[config.mk]
export PLATFORM = sky130hd
export DESIGN_NAME = galapagos_packetizer
export DESIGN_NICKNAME = d
export VERILOG_FILES = /design/src/rtl/galapagos_pkg.sv /design/src/rtl/axis_skid_buffer.sv /design/src/rtl/galapagos_packetizer.sv
export SDC_FILE = /design/constraint.sdc
export NUM_CORES = 1
export LEC_CHECK = 0
export BUFFER_PORTS_ARGS = -buffer_cell sky130_fd_sc_hd__buf_4
export CAP_MARGIN = 20
export CORE_ASPECT_RATIO = 2
export CORE_MARGIN = 2
export CORE_UTILIZATION = 55
export CTS_CLUSTER_SIZE = 10
export DETAILED_ROUTE_END_ITERATION = 10
export PLACE_DENSITY = 0.86
export SKIP_CTS_REPAIR_TIMING = 1
export SKIP_LAST_GASP = 1
export SLEW_MARGIN = 40
export SYNTH_ARGS = -nofsm -noshare
export SYNTH_HDL_FRONTEND = slang
export SYNTH_HIERARCHICAL = 1
export SYNTH_SLANG_ARGS = --single-unit
[constraint.sdc]
create_clock -name i_clk -period 2.4 [get_ports i_clk]
set_input_delay 0.48 -clock i_clk [delete_from_list [all_inputs] [get_ports i_clk]]
set_output_delay 0.48 -clock i_clk [all_outputs]
set_load 0.02 [all_outputs]
[src/rtl/galapagos_pkg.sv]
// Shared types and default widths for the FINN-to-Galapagos bridge stages.
package galapagos_pkg;

  localparam int GP_DATA_WIDTH = 64;
  localparam int GP_KEEP_WIDTH = GP_DATA_WIDTH / 8;
  localparam int GP_DEST_WIDTH = 8;
  localparam int GP_ID_WIDTH   = 8;

  typedef struct packed {
    logic [GP_DATA_WIDTH-1:0] data;
    logic [GP_KEEP_WIDTH-1:0] keep;
    logic                     last;
    logic [GP_DEST_WIDTH-1:0] dest;
    logic [GP_ID_WIDTH-1:0]   id;
  } gp_beat_t;

  typedef enum logic {
    IDLE,
    IN_PKT
  } pkt_state_t;

endpackage

[src/rtl/axis_skid_buffer.sv]
// Two-entry AXI-Stream register slice with a registered upstream ready.
// The payload is opaque; by default it is sized for one gp_beat_t.
module axis_skid_buffer
  import galapagos_pkg::*;
#(
  parameter int WIDTH = $bits(gp_beat_t)
) (
  input  logic             clk,
  input  logic             rst_n,
  input  logic             up_valid,
  output logic             up_ready,
  input  logic [WIDTH-1:0] up_payload,
  output logic             dn_valid,
  input  logic             dn_ready,
  output logic [WIDTH-1:0] dn_payload
);

  logic [1:0]       count;
  logic [1:0]       count_next;
  logic [WIDTH-1:0] head;
  logic [WIDTH-1:0] tail;
  logic             push;
  logic             pop;

  assign push       = up_valid & up_ready;
  assign pop        = dn_valid & dn_ready;
  assign dn_valid   = (count != 2'd0);
  assign dn_payload = head;

  always_comb begin
    count_next = count;
    case ({push, pop})
      2'b10:   count_next = count + 2'd1;
      2'b01:   count_next = count - 2'd1;
      default: count_next = count;
    endcase
  end

  // Ready is computed from the next occupancy so a steady 1-in/1-out flow never stalls.
  always_ff @(posedge clk or negedge rst_n) begin
    if (!rst_n) begin
      count    <= 2'd0;
      up_ready <= 1'b0;
      head     <= '0;
      tail     <= '0;
    end else begin
      count    <= count_next;
      up_ready <= (count_next != 2'd2);
      if (push && ((count == 2'd0) || ((count == 2'd1) && pop))) begin
        head <= up_payload;
      end else if (pop && (count == 2'd2)) begin
        head <= tail;
      end
      if (push && (count == 2'd1) && !pop) begin
        tail <= up_payload;
      end
    end
  end

endmodule

[src/rtl/galapagos_packetizer.sv]
// Cuts the converter stream into Galapagos packets of at most MAX_BEATS beats
// and tags each packet with the dest/id sampled on its first beat.
module galapagos_packetizer
  import galapagos_pkg::*;
#(
  parameter int DATA_WIDTH = GP_DATA_WIDTH,
  parameter int MAX_BEATS  = 4,
  parameter int DEST_WIDTH = GP_DEST_WIDTH,
  parameter int ID_WIDTH   = GP_ID_WIDTH
) (
  input  logic                    i_clk,
  input  logic                    i_aresetn,
  input  logic                    i_input_valid,
  output logic                    o_input_ready,
  input  logic [DATA_WIDTH-1:0]   i_input_data,
  input  logic [DATA_WIDTH/8-1:0] i_input_keep,
  input  logic                    i_input_last,
  input  logic [DEST_WIDTH-1:0]   i_dest,
  input  logic [ID_WIDTH-1:0]     i_id,
  output logic                    o_output_valid,
  input  logic                    i_output_ready,
  output logic [DATA_WIDTH-1:0]   o_output_data,
  output logic [DATA_WIDTH/8-1:0] o_output_keep,
  output logic                    o_output_last,
  output logic [DEST_WIDTH-1:0]   o_output_dest,
  output logic [ID_WIDTH-1:0]     o_output_id,
  output logic [31:0]             o_packet_count
);

  localparam int KEEP_WIDTH = DATA_WIDTH / 8;
  localparam int BEAT_WIDTH = DATA_WIDTH + KEEP_WIDTH + 1 + DEST_WIDTH + ID_WIDTH;

  pkt_state_t            state;
  pkt_state_t            state_next;
  logic [15:0]           beat_count;
  logic [DEST_WIDTH-1:0] dest_q;
  logic [ID_WIDTH-1:0]   id_q;
  logic                  accept;
  logic                  last_cut;
  logic [DEST_WIDTH-1:0] beat_dest;
  logic [ID_WIDTH-1:0]   beat_id;
  logic [BEAT_WIDTH-1:0] up_payload;
  logic [BEAT_WIDTH-1:0] dn_payload;

  assign accept   = i_input_valid & o_input_ready;
  assign last_cut = (beat_count == 16'(MAX_BEATS - 1)) | i_input_last |
                    (i_input_keep != {KEEP_WIDTH{1'b1}});

  // The first beat of a packet uses the live dest/id; later beats reuse the captured copy.
  assign beat_dest = (state == IDLE) ? i_dest : dest_q;
  assign beat_id   = (state == IDLE) ? i_id   : id_q;

  always_comb begin
    state_next = state;
    case (state)
      IDLE:    if (accept && !last_cut) state_next = IN_PKT;
      IN_PKT:  if (accept && last_cut)  state_next = IDLE;
      default: state_next = IDLE;
    endcase
  end

  always_ff @(posedge i_clk or negedge i_aresetn) begin
    if (!i_aresetn) begin
      state      <= IDLE;
      beat_count <= 16'd0;
      dest_q     <= '0;
      id_q       <= '0;
    end else begin
      state <= state_next;
      if (accept) begin
        beat_count <= last_cut ? 16'd0 : beat_count + 16'd1;
        if (state == IDLE) begin
          dest_q <= i_dest;
          id_q   <= i_id;
        end
      end
    end
  end

  always_ff @(posedge i_clk or negedge i_aresetn) begin
    if (!i_aresetn) begin
      o_packet_count <= 32'd0;
    end else if (o_output_valid && i_output_ready && o_output_last) begin
      o_packet_count <= o_packet_count + 32'd1;
    end
  end

  assign up_payload = {i_input_data, i_input_keep, last_cut, beat_dest, beat_id};

  axis_skid_buffer #(
    .WIDTH(BEAT_WIDTH)
  ) u_skid (
    .clk       (i_clk),
    .rst_n     (i_aresetn),
    .up_valid  (i_input_valid),
    .up_ready  (o_input_ready),
    .up_payload(up_payload),
    .dn_valid  (o_output_valid),
    .dn_ready  (i_output_ready),
    .dn_payload(dn_payload)
  );

  assign {o_output_data, o_output_keep, o_output_last, o_output_dest, o_output_id} = dn_payload;

endmodule

Word-level counts from Yosys, hierarchy flattened
Cells that the tools add are included.
Widths: inputs -> output; s select.
{ "totals": {"word_cells": 49, "in_bits": 93, "ff_bits": 246} }
{ "classes": {"n_eq_ne": 7, "bitwise": 5, "add_sub_neg": 4, "reduce_logical": 15, "mux": 9} }
{ "op_table": {"columns": ["operator", "count"], "rows": [
  ["$mux 89", 2],
  ["$add 32x1->32 const B", 1],
  ["$add 16x1->16 const B", 1],
  ["$eq 16x2->1 const B", 1],
  ["$mux 16", 1],
  ["$mux 8", 2],
  ["$logic_and 1x1->1", 9],
  ["$ne 8x8->1 const B", 1],
  ["$eq 2x1->1 const B", 2],
  ["$eq 2x2->1 const B", 2],
  ["$pmux 2 s2", 1],
  ["$reduce_bool 2->1", 2],
  ["$add 2x1->2 const B", 1],
  ["$and 1x1->1", 2],
  ["$logic_not 1->1", 2],
  ["$logic_not 2->1", 1],
  ["$mux 1", 2],
  ["$ne 2x2->1 const B", 1],
  ["$or 1x1->1", 2],
  ["$pmux 1 s2", 1],
  ["$sub 2x1->2 const B", 1],
  ["$logic_or 1x1->1", 1],
  ["$not 1->1", 1]
]} }

Longest topological paths before layout
Gate-level depths: netlist of run 1.
{ "logic_depth": {"ltp_word": 7, "mapped_depth": 9, "mapped_depth_nobuf": 7} }

By module
Netlist of run 1, hierarchy kept.
{ "by_module_without_submodules": {"columns": ["module", "seq_area_each_um2", "cells_each", "instances", "area_per_inst_um2"], "rows": [
  ["axis_skid_buffer", 4529.3, 599, 1, 7627.3],
  ["galapagos_packetizer", 1626.6, 321, 1, 3225.6]
]} }

Worst setup path before layout of run 1
Ideal clock, no wire load.
{ "synth_path": {"kind": "reg2reg", "start": "register u_skid.count[0]", "end": "register o_packet_count[9]", "arrival_ps": 1915, "setup_slack_ps": 405, "path_stages_with_launch": 10, "n_path_buf": 2, "path_cell_list": "dfrtp_1 > inv_1 > ha_1 > inv_1 > and3_1 > clkbuf_1 > and3_1 > clkbuf_1 > and3_2 > xor2_1"} }
{ "synth_via": {"elab_chain_len": 3} }
{ "synth_lines": {"columns": ["element", "line", "source"], "rows": [
  ["from (decl)", "axis_skid_buffer.sv:18", "logic [1:0] count;"],
  ["from (signal assigned)", "axis_skid_buffer.sv:47", "count <= count_next;"],
  ["$reduce_bool 2->1", "axis_skid_buffer.sv:27", "assign dn_valid = (count != 2'd0);"],
  ["via o_output_valid", "galapagos_packetizer.sv:20", "output logic o_output_valid,"],
  ["$logic_and 1x1->1 (2 in series)", "galapagos_packetizer.sv:83", "end else if (o_output_valid && i_output_ready && o_output_last) begin"],
  ["to (signal assigned)", "galapagos_packetizer.sv:84", "o_packet_count <= o_packet_count + 32'd1;"],
  ["to (decl)", "galapagos_packetizer.sv:27", "output logic [31:0] o_packet_count"]
]} }
The timed path passes the listed nets, and every way through them passes these cells.
A chain may end at the register's enable or synchronous reset.

Final worst setup path of run 1
{ "layout_path": {"start": "register u_skid.count[0]", "end": "register o_packet_count[31]"} }
{ "layout_via": {"elab_chain_len": 3} }
{ "layout_lines": {"columns": ["element", "line"], "rows": [
  ["$reduce_bool 2->1", "axis_skid_buffer.sv:27"],
  ["$logic_and 1x1->1 (2 in series)", "galapagos_packetizer.sv:83"]
]} }
No other way between the ends.

==> results.md, run 1 <==
* Outcome: completed
* DRT antenna net count at 0
* Seq/Total Area, Yosys at a little under three fifths
* Final Critical Period at approximately 2200 ps
* IO Count at approximately 220
* TritonCTS clock tree: built
* Met3 wire length at about 1.4 mm
* P per Cell Area at roughly 1200 nW/um2
* Synth top area share at 56.7%
* Max_cap viols at 0
* Cell row count at ~70
* Placed Area at around 13000 um2
* Layout Nets at 1234
* Mapped Nets at 1018
* Drt pass-1 iters at 5
* Rel. slew slack at 70.8%
* Synth Warn # at 6
* CTS Buffer Depth at 3
* Clock tree sinks at 246
* Top cells by area, synth: dfrtp_1 (57%), mux2_2 (10%), mux2i_1 (8.3%)
* Syn Inst Count at between 900 and 1000
* Max-slew violation count at 0
* Mapped cell area at approximately 11000 um2
* Max Clock Freq at 455 MHz
* Synth unique cells at 48
* Maximum VDD drop at about 0.8 mV
* Final period utilization at 91.6%
* Die area at ~21000 um2
* Critical path type: flop to flop
* Vias at about 7700
* Most common cell after layout, fill and taps aside: dfrtp_1
* Worst hold path class: primary input to flop
* Synth area leader: dfrtp_1
* Synthesized flop and latch total at between 200 and 250
* First-pass GRT wire length at between 40 and 50 mm
* Clk Latency, worst-skew pair at 530 ps
* Area Overhead vs Synth at 24.9%
* Leakage at 6.81 nW
* DRT met1 WL at between 8 and 9 mm
* Final wirelength at ~26 mm
* CP startpoint kind: flop
* Clock Skew at 11.5 ps
* Share of layout cells above drive strength 1 at approximately a third
* Setup TNS at 0 ps
* CTS clk-pin slew, worst paths at about 60 ps
* Core Util, Final at roughly 70%
* Commonest non-fill, non-tap cells in the layout: dfrtp_1 (246), buf_4 (223), nand2_1 (160)
* Async SR Flop Fraction at 100%
* GPL Wtd Cong at around 0.83
* Final hold vios at 0
* ANT cells at 0
* Chip width at ~100 um
* DR vias/cell at 5.54
* Largest net degree at the start of global routing at 99
* CTS buffer count at 28
* DP HPWL at about 18 mm
* Top layer in use: met4
* Worst Tran Pin Value at between 400 and 500 ps
* DRC viols at 0
* Setup Viol. Count Final at 0
* CTS Root Cell: clkbuf_16
* Post-synth top flop: dfrtp_1
* Final instance area at around 14000 um2
* Crit path required time at ~2900 ps
* Critical path arrival at roughly 2600 ps
* Post-synth EDFFs at 0
* Initial antenna violation count at 0
* Initial DRC Count at between 300 and 400
* Vias in the first global route at between 8000 and 9000
* Starting Density at a little under three fifths
* Overall power at around 16 mW
* Die H at ~200 um
* Core box area at around 19000 um2
* All-Layer GR Usage at 25.7%
* Input/output buffers at 215
* Met2 routed WL at ~15 mm
* Syn Area/Cell at 11.8 um2
* CP max FO at 6
* Overflow after GRT at 0
* Unrepaired setup endpoints after global routing: false
* CP endpoint kind: flop
* CTS H-tree lvls at 1
* Wire per inst at roughly 19 um
-- cell families after synthesis --
kind of cell	Yosys count	share of synthesized area (%)
xor gates and xnor gates	38	3.07
adders and majority gates	5	0.576
muxes	196	19.6
DFF	246	56.7
AOI/OAI and AO/OA	108	5.20
and+or+nand+nor	266	12.0
buffers and inverters	61	2.82
-- critical path, cell delays in order, from the launching register on --
cell	delay, ps
dfrtp_1	420
inv_1	100
ha_1	270
inv_1	120
and3_1	310
nand4_1	310
nor4_1	390
xor2_1	190
-- through the flow --
| step | cells | setup slack, ps | hold slack [ps] |
|---|---|---|---|
| floorplan | 920 | 405 | 184 |
| global placement | 1364 | 390 | 421 |
| detailed placement | 1364 | 308 | 425 |
| CTS | 1395 | 225 | -141 |
| global route | 1396 | 87.4 | 156 |
| finish | 1396 | 203 | 154 |
-- worst paths after layout --
| check | start | endpoint | slack [ps] | cells after the start |
|---|---|---|---|---|
| min | i_input_data[37] | u_skid/dn_payload[62] | 150 | 3 |
| max reg2reg | u_skid/count[0] | o_packet_count[31] | 200 | 7 |
| max in group asynchronous | i_aresetn | u_skid/tail[57] | 1150 | 3 |
| min reg2reg | dest_q[7] | dest_q[7] | 470 | 2 |
| max | u_skid/count[0] | o_packet_count[31] | 200 | 7 |
| min in group asynchronous | i_aresetn | u_skid/dn_payload[11] | 450 | 2 |
-- synth_stat cells, types with 5 or more instances --
cell type / n
dfrtp_1: 246
nand2_1: 160
mux2_2: 96
o21ai_0: 94
mux2i_1: 90
xnor2_1: 25
buf_2: 22
nand3_1: 21
nand4_1: 20
clkbuf_1: 16
xor2_1: 13
inv_1: 12
nor2_1: 12
mux2_4: 10
nor3_1: 8
nor3_2: 8
a21oi_1: 5
and4_1: 5
buf_4: 5
ha_1: 5
-- sequential cells by signal (all words and copies together), names as in the netlist, named ones only --
register / cells
id_q: 8
u_skid/count: 2
beat_count: 16
o_packet_count: 32
dest_q: 8
u_skid/tail: 89
u_skid/up_ready: 1
u_skid/dn_payload: 89
-- cell type report --
cell class | count | area (um2)
sequential | 246 | 6160
fill | 1381 | 5810
clock buffer | 30 | 729
timing repair buffer | 235 | 1900
multi-input combinational | 613 | 4400
clock inverter | 1 | 5.00
inverter | 12 | 45.0
tap | 259 | 324
-- routing by layer --
metal  GRT usage [%]  vias up
met5               0        -
met4            13.9        0
met3            5.20       89
met1            27.0     3797
li1                -     3606
met2            46.4      237
-- power breakdown --
part / total, mW / switching [mW] / internal [mW] / leakage [nW]
Combinational: 5.93 / 3.14 / 2.79 / 3.39
Clock: 3.61 / 1.51 / 2.11 / 0.362
Sequential: 6.78 / 0.986 / 5.80 / 3.06
(Power assumes the default switching activity.)
==> inputs of run 2 (changes only) <==
- clock period: 2.4 -> 2.2 ns (I/O delays scaled with it)
==> results.md, run 2 (synthesized netlist as in run 1, its figures left out) <==
* Commonest non-fill, non-tap cells in the layout: dfrtp_1 (246), buf_4 (227), nand2_1 (160)
* Pre-CTS setup slack at 228 ps (-80.8 ps)
* Worst hold path class: primary input to flop
* Max_cap viols at 0 (unchanged)
* Die area at 20900 um2 (unchanged)
* Clock tree sinks at 246 (unchanged)
* Max Clock Freq at 495 MHz
* Worst hold slack at 126 ps (-28.3 ps)
* Vias in the first global route at 8565 (+2.6%)
* Final Critical Period at around 2000 ps
* IO Count at 216 (unchanged)
* CTS buffer count at 28 (unchanged)
* Placed Area at 12800 um2 (+0.23%)
* CTS H-tree lvls at 1 (unchanged)
* Cell row count at 72 (unchanged)
* Initial antenna violation count at 0 (unchanged)
* Setup Viol. Count Final at 0 (unchanged)
* Max-slew violation count at 0 (unchanged)
* GPL Wtd Cong at 0.842 (+1.3%)
* Rel. slew slack at 66.5% (-4.3 points)
* DR vias/cell at 5.60 (+1.2%)
* Final hold vios at 0 (unchanged)
* Internal reg-to-reg setup slack at 200 ps (about the same)
* Most frequent CP cell: inv_1
* Most common cell after layout, fill and taps aside: dfrtp_1
* Critical path type: flop to primary output
* Layout Nets at 1238 (+0.32%)
* Wire per inst at 18.6 um (-1.3%)
* TritonCTS clock tree: built
* CTS clk-pin slew, worst paths at 60 ps (about the same)
* CTS Root Cell: clkbuf_16
* DP HPWL at 18.1 mm (+1.4%)
* Share of layout cells above drive strength 1 at 34.7% (+0.26 points)
* Input/output buffers at 215 (unchanged)
* P per Cell Area at 1320 nW/um2 (+9.3%)
* Initial DRC Count at 400 (+30%)
* Crit path cell chain: inv_1 > ha_1 > inv_1 > buf_4
* Core box area at 19400 um2 (unchanged)
* DRT antenna net count at 0 (unchanged)
* CP startpoint kind: flop
* Overflow after GRT at 0 (unchanged)
* Maximum VDD drop at 0.881 mV (+9.7%)
* CP peak stage delay at 430 ps (about the same)
* CP endpoint kind: primary output
* ANT cells at 0 (unchanged)
* CP max FO at 5 (-1)
* Setup TNS at 0 ps (unchanged)
* Layout Cells excl Fill at 1399 (+0.21%)
* CTS Buffer Depth at 3 (unchanged)
* Placed cell count at 1368 (+0.29%)
* Overall power at 17.9 mW (+9.7%)
* Leakage at 6.85 nW (+0.50%)
* Die H at 203 um (unchanged)
* First-pass GRT wire length at 42.6 mm (+0.92%)
* Critical path arrival at 1580 ps (-1060 ps)
* DRC viols at 0 (unchanged)
* Starting Density at 56.0% (unchanged)
* Final wirelength at 26.0 mm (-1.1%)
* CP max stage cell: dfrtp_1
* Vias at 7839 (+1.4%)
* Outcome: completed
* All-Layer GR Usage at 25.8% (+0.068 points)
* Worst setup margin at 180 ps (-22.8 ps)
* Final instance area at 13600 um2 (+0.38%)
* Clk Latency, worst-skew pair at 520 ps (about the same)
* Final period utilization at a little over 90%
* Drt pass-1 iters at 4 (-1)
* Chip width at 103 um (unchanged)
* Crit path required time at 1760 ps (-1090 ps)
* Area Overhead vs Synth at 25.4%
* Core Util, Final at 70.3% (+0.26 points)
* Unrepaired setup endpoints after global routing: false
* Largest net degree at the start of global routing at 79 (-20%)
* Clock Skew at 8.63 ps (-2.85 ps)
* Worst Tran Pin Value at 499 ps (+64.0 ps)
==> run 2: changes by cell type in the layout (fill, tap and decap cells not counted) <==
cell	previous run	this run
buf_4	223	227
clkbuf_1	1	0
bufinv_16	0	1
clkinv_2	1	0
==> run 2: cell type report <==
cell class | count | area (um2)
clock buffers | 29 | 726
clock inverters | 1 | 30.0
fillers | 1376 | 5760
inverters | 12 | 45.0
multi-input cells | 613 | 4400
flip-flops and latches | 246 | 6160
well taps | 259 | 324
repair buffers | 239 | 1930
==> run 2: worst max-delay path, delay by kind of cell, from the launching register on <==
family / cells / cell delay [ps]
adders and majority gates: 1 / 250
buffers and inverters: 3 / 380
DFF: 1 / 430
==> run 2: path summary, 6_finish.rpt <==
path                                    endpoint  depth (start not counted)        startpoint
max                               o_output_valid                          4   u_skid/count[0]
min reg2reg                              id_q[0]                          2           id_q[0]
max reg2reg                    o_packet_count[9]                          7   u_skid/count[0]
max in group asynchronous  u_skid/dn_payload[45]                          3         i_aresetn
min in group asynchronous  u_skid/dn_payload[11]                          2         i_aresetn
min                        u_skid/dn_payload[60]                          3  i_input_data[35]
==> run 2: power breakdown <==
group          internal, mW  switching [mW]
registers              6.32            1.05
logic                  3.06            3.42
clock network          2.41            1.65
total                  11.8            6.12
==> run 2: per-layer routing <==
layer	GRT usage [%]	vias to the layer above	share of wire, %
met5	0	-	0
met4	13.6	0	5.5
met3	4.30	87	4.6
met2	46.5	243	56
met1	27.9	3896	34
li1	-	3613	-
==> inputs of run 3 (changes only) <==
- SYNTH_HIERARCHICAL: 1 -> default
==> results.md, run 3 <==
* Synth unique cells at 42 (-13%)
* Unrepaired setup endpoints after global routing: false
* Worst hold path class: primary input to flop
* Final Critical Period at 2060 ps (+38.2 ps)
* Drt pass-1 iters at 5 (+1)
* Outcome: completed
* TritonCTS clock tree: built
* Synth area leader: dfrtp_1
* Synth top cells by count: dfrtp_1 (246), nand2_1 (135), o21ai_0 (110), mux2i_1 (91), mux2_2 (90)
* Worst Tran Pin Value at 526 ps (+27.6 ps)
* ANT cells at 0 (unchanged)
* DRC viols at 0 (unchanged)
* Mapped Nets at 1018 (unchanged)
* Synth Warn # at 0 (-6)
* CTS clk-pin slew, worst paths at 60 ps (about the same)
* Setup TNS at 0 ps (unchanged)
* Rel. slew slack at 64.9% (-1.6 points)
* Vias in the first global route at 8366 (-2.3%)
* Met3 wire length at 1.21 mm (+1.0%)
* Combinational Power Share at 36.7% (+0.5 points)
* Max-slew violation count at 0 (unchanged)
* Setup Viol. Count Final at 0 (unchanged)
* Share of layout cells above drive strength 1 at 32.8% (-2.0 points)
* GPL Wtd Cong at 0.853 (+1.3%)
* Initial DRC Count at 208 (-48%)
* Internal power at 11.9 mW (+1.0%)
* CTS H-tree lvls at 1 (unchanged)
* Area Overhead vs Synth at 27.3%
* Largest net degree at the start of global routing at 69 (-13%)
* IO Count at 216 (unchanged)
* Wire per inst at 18.4 um (-1.2%)
* Final hold vios at 0 (unchanged)
* Critical path type: flop to flop
* Input/output buffers at 215 (unchanged)
* Initial antenna violation count at 0 (unchanged)
* CP startpoint kind: flop
* Chip width at 102 um (-0.91%)
* Met2 routed WL at 14.4 mm (-0.73%)
* Worst hold slack at 115 ps (-10.5 ps)
* Xor/xnor share of the synthesized area at 3.13% (+0.059 points)
* Part of the power in registers at 40.9% (-0.2 points)
* Overflow after GRT at 0 (unchanged)
* Top cells by area, synth: dfrtp_1 (58%), mux2_2 (9.5%), mux2i_1 (8.6%)
* Clock Skew at 13.8 ps (+5.20 ps)
* Top layer in use: met4
* Final period utilization at 93.6% (+1.7 points)
* CP max FO at 10 (+5)
* Final wirelength at 25.8 mm (-0.94%)
* DRT antenna net count at 0 (unchanged)
* Core box area at 19200 um2 (-0.93%)
* Die H at 201 um (-0.93%)
* Die area at 20600 um2 (-1.8%)
* Async SR Flop Fraction at 100% (unchanged)
* Top-count cell post-synth: dfrtp_1
* Vias at 7795 (-0.56%)
* Syn Inst Count at 920 (unchanged)
* DRT met1 WL at 8.85 mm (-0.64%)
* Commonest non-fill, non-tap cells in the layout: dfrtp_1 (246), buf_4 (231), nand2_1 (135)
* P per Cell Area at 1340 nW/um2 (+1.6%)
* First-pass GRT wire length at 41.3 mm (-3.0%)
* Clk Latency, worst-skew pair at 530 ps (about the same)
* Critical path arrival at 2520 ps (+940 ps)
* CTS buffer count at 28 (unchanged)
* Mux cell area share after synthesis at 18.1% (-1.6 points)
* Syn Area/Cell at 11.6 um2 (-1.9%)
* Crit path required time at 2660 ps (+900 ps)
* Clk pwr share at 22.4% (-0.3 points)
* Mapped cell area at 10600 um2 (-1.9%)
* Synthesized flop and latch total at 246 (unchanged)
* Leakage at 6.75 nW (-1.4%)
* Layout Nets at 1242 (+0.32%)
* Synth top area share at 57.8% (+1.1 points)
* Post-Synth Adder-Cell Area at 0.775% (+0.20 points)
* Cell row count at 72 (unchanged)
* Post-synth top flop: dfrtp_1
* Starting Density at 55.5% (-0.54 points)
* Seq/Total Area, Yosys at 57.8% (+1.1 points)
* Post-synth EDFFs at 0 (unchanged)
* Synth Area in Compound Gates at 6.79% (+1.6 points)
* Maximum VDD drop at 0.953 mV (+8.2%)
* Largest family of logic cells by synthesized area: multiplexers
* Max Clock Freq at 486 MHz (-1.9%)
* P_sw at 6.22 mW (+1.6%)
* CTS Buffer Depth at 3 (unchanged)
* CP endpoint kind: flop
* Max_cap viols at 0 (unchanged)
* Post-Synth Simple-Gate Area at 11.0% (-1.0 points)
* Most common cell after layout, fill and taps aside: dfrtp_1
* CTS Root Cell: clkbuf_16
* DR vias/cell at 5.56 (-0.84%)
* DP HPWL at 17.4 mm (-4.1%)
* Fill cells at 1351 (-1.8%)
* Clock tree sinks at 246 (unchanged)
* Sw Ratio at 34.3% (+0.13 points)
* All-Layer GR Usage at 25.3% (-0.45 points)
## run 3: changes by cell type after synthesis, moves of 6 or more
cell,change
mux2_4,-10
nor3_1,+6
clkbuf_1,+7
o21ai_0,+16
xor2_1,+15
buf_1,+9
nand2_1,-25
nor3_2,-7
xnor2_1,-15
a21oi_1,+16
nor2_1,+21
nand3_1,-7
mux2_2,-6
## run 3: through the flow
stage | setup WS [ps] | utilization (%) | power (mW) | instance area (um2) | instances
after CTS | 22.6 | 70.5 | 18.2 | 13500 | 1400
after global placement | -0.443 | 66.3 | 13.7 | 12700 | 1368
after global routing | 28.9 | 70.7 | 19.2 | 13600 | 1403
after detailed placement | 44.3 | 66.5 | 14.1 | 12800 | 1370
final | 142 | 70.7 | 18.1 | 13600 | 1403
after floorplan | 201 | - | 11.3 | 10600 | 920
## run 3: worst max-delay path, stage by stage (launching register included)
cell	delay, ps
dfrtp_1	380
inv_1	80
ha_1	210
buf_4	160
nand4b_4	170
or4_4	540
nor3_1	280
xor2_1	170
## run 3: worst paths after layout
kind | start | endpoint | slack [ps] | depth (start not counted)
min | i_input_data[43] | u_skid.dn_payload[68] | 120 | 3
min reg2reg | u_skid.tail[12] | u_skid.tail[12] | 470 | 2
min in group asynchronous | i_aresetn | u_skid.dn_payload[33] | 440 | 2
max in group asynchronous | i_aresetn | u_skid.dn_payload[25] | 1100 | 3
max | u_skid.count[0] | o_packet_count[20] | 140 | 7
max reg2reg | u_skid.count[0] | o_packet_count[20] | 140 | 7
## run 3: logic make-up (layout without fill, tap and decap cells)
logic type | Yosys count | count (layout)
DFF | 246 | 246
AOI/OAI and AO/OA | 140 | 140
muxes | 181 | 181
xor gates and xnor gates | 38 | 38
buffers and inverters | 62 | 286
adders and majority gates | 7 | 7
and+or+nand+nor | 246 | 246
## run 3: metal layers
metal | vias to the layer above | GRT usage [%]
met2 | 245 | 45.9
met4 | 0 | 14.0
met5 | - | 0
met3 | 89 | 3.93
li1 | 3618 | -
met1 | 3843 | 27.1
## run 3: final cells by class
| class | count | area, um2 | share of cell area (%) |
|---|---|---|---|
| Multi-Input combinational cell | 612 | 4250 | 31.4 |
| Sequential cell | 246 | 6160 | 45.4 |
| Tap cell | 259 | 324 | 2.39 |
| Clock inverter | 1 | 30.0 | 0.221 |
| Timing Repair Buffer | 247 | 2040 | 15.0 |
| Inverter | 9 | 33.8 | 0.249 |
| Clock buffer | 29 | 726 | 5.35 |
## run 3: power groups by stage
stage               Combinational (mW)  Sequential (mW)  Clock, mW
floorplan                         3.08             8.17          0
global placement                  6.32             7.34          0
detailed placement                6.62             7.44          0
CTS                               6.69             7.40       4.14
global route                      7.23             7.61       4.31
finish                            6.66             7.41       4.06
